File: src/rtl/fpga_cmd_decoder.sv
// fpga_cmd_decoder
//   SPI configuration receiver. The ARM SPI is sampled in the pck0 domain.
//   The block decodes configuration commands and shifts a readback word out
//   on miso. A change of major mode is break-before-make: the mode muxes are
//   forced to "everything off" (all ones) for GUARD_CYCLES cycles before the
//   new mode is applied.
//
// Ports
//   pck0          system clock, rising edge
//   reset         synchronous, active-high reset
//   spck/mosi/ncs asynchronous SPI inputs (ncs active low, MSB first)
//   miso          readback data, 0 while ncs is high
//   conf_word     active configuration word
//   major_mode    output mux select, all ones = everything off
//   divisor       clock divisor register
//   mode_busy     high while a mode switch is in progress
//   mode_changed  one-cycle pulse when a new mode is applied
//   frame_err     one-cycle pulse when a frame of the wrong length ends
//
// state | meaning
// ------+------------------------------------------------------------
// RUN   | normal operation, major_mode follows conf_word
// GUARD | mode change pending, muxes forced off, staged word waiting
module fpga_cmd_decoder #(
    parameter int FRAME_BITS   = 16,
    parameter int CMD_BITS     = 4,
    parameter int CONF_BITS    = 8,
    parameter int MODE_BITS    = 3,
    parameter int GUARD_CYCLES = 8,
    parameter int SYNC_STAGES  = 2
) (
    input  logic                 pck0,
    input  logic                 reset,
    input  logic                 spck,
    input  logic                 mosi,
    input  logic                 ncs,
    output logic                 miso,
    output logic [CONF_BITS-1:0] conf_word,
    output logic [MODE_BITS-1:0] major_mode,
    output logic [7:0]           divisor,
    output logic                 mode_busy,
    output logic                 mode_changed,
    output logic                 frame_err
);

    localparam int CNT_W  = $clog2(FRAME_BITS + 2);
    localparam int GCNT_W = $clog2(GUARD_CYCLES + 1);
    localparam int PAD    = FRAME_BITS - CONF_BITS - 2;
    localparam logic [CONF_BITS-1:0] CONF_RESET =
        {{MODE_BITS{1'b1}}, {(CONF_BITS - MODE_BITS){1'b0}}};

    typedef enum logic [0:0] {RUN, GUARD} state_t;

    state_t                  state_q;
    logic [SYNC_STAGES-1:0]  spck_sync_q, mosi_sync_q, ncs_sync_q;
    logic                    spck_prev_q, ncs_prev_q;
    logic [FRAME_BITS-1:0]   shift_q, shift_d;
    logic [FRAME_BITS-1:0]   rb_q, rb_d;
    logic [CNT_W-1:0]        bit_cnt_q, bit_cnt_d;
    logic [GCNT_W-1:0]       guard_cnt_q;
    logic [CONF_BITS-1:0]    conf_q, stage_q;
    logic [MODE_BITS-1:0]    major_q;
    logic [7:0]              div_q;
    logic                    busy_q, changed_q, err_q, last_err_q;

    logic spck_s, mosi_s, ncs_s;
    logic spck_rise, spck_fall, ncs_rise, ncs_fall;
    logic frame_ok, set_conf, set_div;
    logic [CMD_BITS-1:0]  cmd;
    logic [CONF_BITS-1:0] payload;
    logic [MODE_BITS-1:0] new_mode, act_mode;

    assign spck_s    = spck_sync_q[SYNC_STAGES-1];
    assign mosi_s    = mosi_sync_q[SYNC_STAGES-1];
    assign ncs_s     = ncs_sync_q[SYNC_STAGES-1];
    assign spck_rise = spck_s & ~spck_prev_q;
    assign spck_fall = ~spck_s & spck_prev_q;
    assign ncs_rise  = ncs_s & ~ncs_prev_q;
    assign ncs_fall  = ~ncs_s & ncs_prev_q;

    assign frame_ok  = (bit_cnt_q == CNT_W'(FRAME_BITS));
    assign cmd       = shift_q[FRAME_BITS-1 -: CMD_BITS];
    assign payload   = shift_q[CONF_BITS-1:0];
    assign new_mode  = payload[CONF_BITS-1 -: MODE_BITS];
    assign act_mode  = conf_q[CONF_BITS-1 -: MODE_BITS];
    assign set_conf  = ncs_rise && frame_ok && (cmd == CMD_BITS'(1));
    assign set_div   = ncs_rise && frame_ok && (cmd == CMD_BITS'(2));

    always_comb begin
        shift_d   = shift_q;
        bit_cnt_d = bit_cnt_q;
        rb_d      = rb_q;
        if (ncs_rise) begin
            bit_cnt_d = '0;
        end else if (spck_rise && !ncs_s) begin
            shift_d = {shift_q[FRAME_BITS-2:0], mosi_s};
            // Saturate one past a full frame so long frames stay detectable.
            if (bit_cnt_q != CNT_W'(FRAME_BITS + 1))
                bit_cnt_d = bit_cnt_q + 1'b1;
        end
        if (ncs_fall)
            rb_d = {busy_q, last_err_q, {PAD{1'b0}}, conf_q};
        else if (spck_fall && !ncs_s)
            rb_d = {rb_q[FRAME_BITS-2:0], 1'b0};
    end

    always_ff @(posedge pck0) begin
        if (reset) begin
            state_q     <= RUN;
            spck_sync_q <= '0;
            mosi_sync_q <= '0;
            ncs_sync_q  <= '1;
            spck_prev_q <= 1'b0;
            ncs_prev_q  <= 1'b1;
            shift_q     <= '0;
            rb_q        <= '0;
            bit_cnt_q   <= '0;
            guard_cnt_q <= '0;
            conf_q      <= CONF_RESET;
            stage_q     <= CONF_RESET;
            major_q     <= '1;
            div_q       <= '0;
            busy_q      <= 1'b0;
            changed_q   <= 1'b0;
            err_q       <= 1'b0;
            last_err_q  <= 1'b0;
        end else begin
            spck_sync_q <= {spck_sync_q[SYNC_STAGES-2:0], spck};
            mosi_sync_q <= {mosi_sync_q[SYNC_STAGES-2:0], mosi};
            ncs_sync_q  <= {ncs_sync_q[SYNC_STAGES-2:0], ncs};
            spck_prev_q <= spck_s;
            ncs_prev_q  <= ncs_s;
            shift_q     <= shift_d;
            rb_q        <= rb_d;
            bit_cnt_q   <= bit_cnt_d;
            err_q       <= ncs_rise && !frame_ok;
            changed_q   <= 1'b0;
            if (ncs_rise)
                last_err_q <= !frame_ok;
            if (set_div)
                div_q <= shift_q[7:0];
            case (state_q)
                RUN: begin
                    if (set_conf) begin
                        if (new_mode != act_mode) begin
                            stage_q     <= payload;
                            guard_cnt_q <= GCNT_W'(GUARD_CYCLES - 1);
                            major_q     <= '1;
                            busy_q      <= 1'b1;
                            state_q     <= GUARD;
                        end else begin
                            conf_q <= payload;
                        end
                    end
                end
                GUARD: begin
                    // Any new config restarts the guard, even one that
                    // matches the active mode: the muxes are already off.
                    if (set_conf) begin
                        stage_q     <= payload;
                        guard_cnt_q <= GCNT_W'(GUARD_CYCLES - 1);
                    end else if (guard_cnt_q == '0) begin
                        conf_q    <= stage_q;
                        major_q   <= stage_q[CONF_BITS-1 -: MODE_BITS];
                        changed_q <= 1'b1;
                        busy_q    <= 1'b0;
                        state_q   <= RUN;
                    end else begin
                        guard_cnt_q <= guard_cnt_q - 1'b1;
                    end
                end
                default: state_q <= RUN;
            endcase
        end
    end

    assign miso         = ~ncs_s & rb_q[FRAME_BITS-1];
    assign conf_word    = conf_q;
    assign major_mode   = major_q;
    assign divisor      = div_q;
    assign mode_busy    = busy_q;
    assign mode_changed = changed_q;
    assign frame_err    = err_q;

endmodule

File: config.mk
export PLATFORM = sky130hd
export DESIGN_NAME = fpga_cmd_decoder
export DESIGN_NICKNAME = d
export VERILOG_FILES = /design/src/rtl/fpga_cmd_decoder.sv
export SDC_FILE = /design/constraint.sdc
export NUM_CORES = 1
export LEC_CHECK = 0
export BUFFER_PORTS_ARGS = -buffer_cell sky130_fd_sc_hd__buf_2
export CORE_MARGIN = 2
export CORE_UTILIZATION = 42
export DETAILED_ROUTE_END_ITERATION = 16
export HOLD_SLACK_MARGIN = 0.12
export SLEW_MARGIN = 20
export SYNTH_ARGS = -nofsm -noshare
export SYNTH_HDL_FRONTEND = slang
export SYNTH_SLANG_ARGS = --single-unit
File: constraint.sdc
create_clock -name pck0 -period 2.15 [get_ports pck0]
set_input_delay 0.645 -clock pck0 [delete_from_list [all_inputs] [get_ports pck0]]
set_output_delay 0.645 -clock pck0 [all_outputs]
set_load 0.01 [all_outputs]
==> metrics.yaml <==
timing:
  max_freq_ghz: 0.504
  slew_headroom: 0.597
  worstMarginPinSlew_ns: 0.604
  tns_ns: 0
  finalMaxSlewViolations: 0
  rsz0062_at_grt: "false"
  hold_viol: 0
  skew_ns: 0.00959
  setup_violations: 0
  fin_ws_ns: 0.164
  finalCritPeriodShare: 0.924
  fin_crit_ns: 1.99
clock_network:
  h-tree-depth: 3
  cts_tree: "done"
  numCtsBuffers: 9
  ctsHoldBuffers: 0
  clock_latency_ns: 0.34
  post-cts-setup-buffers: 0
  cts.clk_slew.worst_paths_ns: 0.09
  root_buffer: "clkbuf_8"
  numClockSinks: 81
  clock_path_buffers: 2
critical_path:
  critical-path-top-delay-family: "simple AND/OR/NAND/NOR gates"
  cp_cell_sequence: "inv_1, ha_1, and4bb_2, nand3_2, inv_1, ha_1, nor4b_4, mux2_1"
  cp_num_buf_inv: 2
  cpMaxStageDelayCell: "dfxtp_1"
  endpoint_kind: "register"
  cp_max_fo: 4
  crit_path_max_incr_delay_ns: 0.37
  critical_path_class: "reg -> reg"
  start_kind: "register"
  critPathRequiredTime_ns: 2.38
  critPathArrivalTime_ns: 2.22
route:
  drt_first_pass_iters: 4
  drc_errors: 0
  vias: 2600
  wirelength_mm: 6.83
  drtIter0Drc: 110
  vias_per_cell: 4.97
  ant_nets: 0
  wl_per_cell_um: 13.1
grt:
  grt_busiest_layer: "met2"
  antenna_found_initial: 0
  gr-total-overflow: 0
  grtUsageMet1: 0.233
  grtUsageTotal: 0.166
  grt_pass1_wl_mm: 11.6
  grt_util_met3: 0.0319
  grt_util_met2: 0.253
  grt_max_degree: 35
  grt_pass1_vias: 2409
cells_and_area:
  final_common_cell: "dfxtp_1"
  multiInputGateArea_um2: 1710
  layout.area.seq_um2: 1620
  layout.cells.non_filler: 523
  area.growth.synth_to_final_pct: 16.3
  final_cell_mix: "81 x dfxtp_1, 63 x nand2_1, 43 x nor2_1"
  drive_gt1_frac: 0.203
  final_util: 0.495
  diodes: 0
  fill_cells: 780
  final_nets: 425
floorplan:
  die_w_um: 94.6
  die_y_um: 94.6
  die-area_um2: 8950
  core_area_um2: 8090
  start_util: 0.426
  std_cell_rows: 33
  io_pins: 28
synth:
  synth_fa_ha_area_frac: 0.0254
  synth_xor_xnor_area_share: 0.0178
  syn_inst: 375
  syn-num-nets: 387
  synth_area_um2: 3450
  ys_warn_count: 0
  synthMuxAreaShare: 0.106
  ys_types: 42
  synth_compound_area_frac: 0.102
  syn_area_per_cell_um2: 9.19
  synth_top_family_by_area: "simple AND/OR/NAND/NOR gates"
  synth-seq-cells: 81
  ys_seq_area_frac: 0.470
  synthSimpleGateAreaFrac: 0.244
placement:
  gp_congestion: 0.787
  place_ws_ns: 0.0350
  io_buffer_count: 27
  placed_cells: 507
  dp_hpwl_mm: 4.85
pwr:
  power_mw: 2.72
  ir_drop_v: 0.000325
  powerDensity_nw_per_um2: 679
  p_leak_nw: 1.56
job:
  maxCapViolCount: 0
worst_hold_path:
  min_path_type: "reg -> reg"
outcome:
  status: "finished clean"
[layer usage]
layer	wire, um	up-vias
li1	-	1344
met1	3510	1203
met2	2960	42
met3	240	11
met4	116	0
met5	0	-
[metrics by stage]
stage,hold slack (ns),instance area [um^2]
after floorplan,0.389,3450
after global placement,0.402,3800
after detailed placement,0.397,3800
after CTS,0.419,4000
after global routing,0.441,4010
final,0.417,4010
[path summary, 6_finish.rpt]
kind,start,end,slack (ns),cells after the start
worst max-delay path,bit_cnt_q[1],mode_busy,0.16,8
worst min register to register,ncs_sync_q[0],ncs_sync_q[1],0.42,1
worst max register to register,bit_cnt_q[1],mode_busy,0.16,8
worst min-delay path,ncs_sync_q[0],ncs_sync_q[1],0.42,1
[kinds of logic after synthesis]
| logic type | Yosys count |
|---|---|
| XOR/XNOR | 7 |
| multiplexers | 34 |
| AND/OR/NAND/NOR | 164 |
| buffers and inverters | 30 |
| flip-flops | 81 |
| adder cells (fa/ha/maj) | 7 |
| AO/OA/AOI/OAI | 52 |
[repair_timing]
| action | CTS | global route |
|---|---|---|
| endpoints found under the setup margin | 0 | 15 |
| hold endpoints to repair | 0 | 0 |
| resized for setup | 0 | 2 |
[flip-flops by register name (all words and copies together), names as in the netlist]
| signal | flops |
|---|---|
| last_err_q | 1 |
| divisor | 8 |
| bit_cnt_q | 5 |
| mode_busy | 1 |
| stage_q | 8 |
| ncs_prev_q | 1 |
| guard_cnt_q | 4 |
| spck_sync_q | 2 |
| spck_prev_q | 1 |
| ncs_sync_q | 2 |
| mode_changed | 1 |
| shift_q | 16 |
| rb_q | 16 |
| frame_err | 1 |
| conf_word | 8 |
| major_mode | 3 |
| state_q | 1 |
| mosi_sync_q | 2 |
[layout make-up]
type | instances | area share
Clock inverter | 6 | 0.0165
Inverter | 9 | 0.00843
Clock buffer | 10 | 0.0343
Multi-Input combinational cell | 264 | 0.427
Tap cell | 105 | 0.0328
Sequential cell | 81 | 0.404
Timing Repair Buffer | 48 | 0.0762
[power breakdown]
| part | switching (mW) | leakage (nW) | total, mW | internal [mW] |
|---|---|---|---|---|
| clock network | 0.549 | 0.0949 | 1.12 | 0.570 |
| logic | 0.0487 | 0.807 | 0.0796 | 0.0309 |
| registers | 0.00808 | 0.655 | 1.52 | 1.51 |
| total | 0.605 | 1.56 | 2.72 | 2.12 |
[synthesized netlist by cell type]
| cell | number | share of area |
|---|---|---|
| a31oi_2 | 1 | 0.0036 |
| nand3b_1 | 1 | 0.0022 |
| or2_2 | 3 | 0.0054 |
| nand3_1 | 3 | 0.0044 |
| a211oi_1 | 5 | 0.011 |
| nor4_1 | 2 | 0.0036 |
| a311oi_1 | 11 | 0.028 |
| nand2b_1 | 14 | 0.025 |
| ha_1 | 7 | 0.025 |
| nor3b_2 | 1 | 0.0036 |
| o21ai_0 | 1 | 0.0015 |
| nor3_1 | 4 | 0.0058 |
| o21ai_4 | 1 | 0.0047 |
| a21oi_1 | 27 | 0.039 |
| mux2i_1 | 28 | 0.081 |
| mux2_4 | 5 | 0.022 |
| a211o_1 | 1 | 0.0025 |
| nor4_4 | 1 | 0.0062 |
| nor2b_1 | 16 | 0.029 |
| and4bb_2 | 1 | 0.0036 |
| nand4b_1 | 1 | 0.0025 |
| nor4b_4 | 2 | 0.014 |
| nor3b_1 | 2 | 0.0044 |
| xnor2_1 | 1 | 0.0025 |
| nand2_1 | 63 | 0.069 |
| buf_1 | 1 | 0.0011 |
| nor2_1 | 43 | 0.047 |
| inv_1 | 9 | 0.0098 |
| clkbuf_1 | 16 | 0.017 |
| xor2_1 | 6 | 0.015 |
| mux2_1 | 1 | 0.0033 |
| a31oi_1 | 2 | 0.0036 |
| a41o_1 | 1 | 0.0029 |
| o311ai_0 | 1 | 0.0025 |
| o21bai_1 | 1 | 0.0022 |
| or3b_2 | 3 | 0.0076 |
| dfxtp_1 | 81 | 0.47 |
| buf_2 | 3 | 0.0044 |
| nand4_1 | 2 | 0.0036 |
| nor3_4 | 1 | 0.0047 |
| buf_4 | 1 | 0.0022 |
| or4_1 | 1 | 0.0022 |
Note: power is estimated with default switching activity, not from simulation.
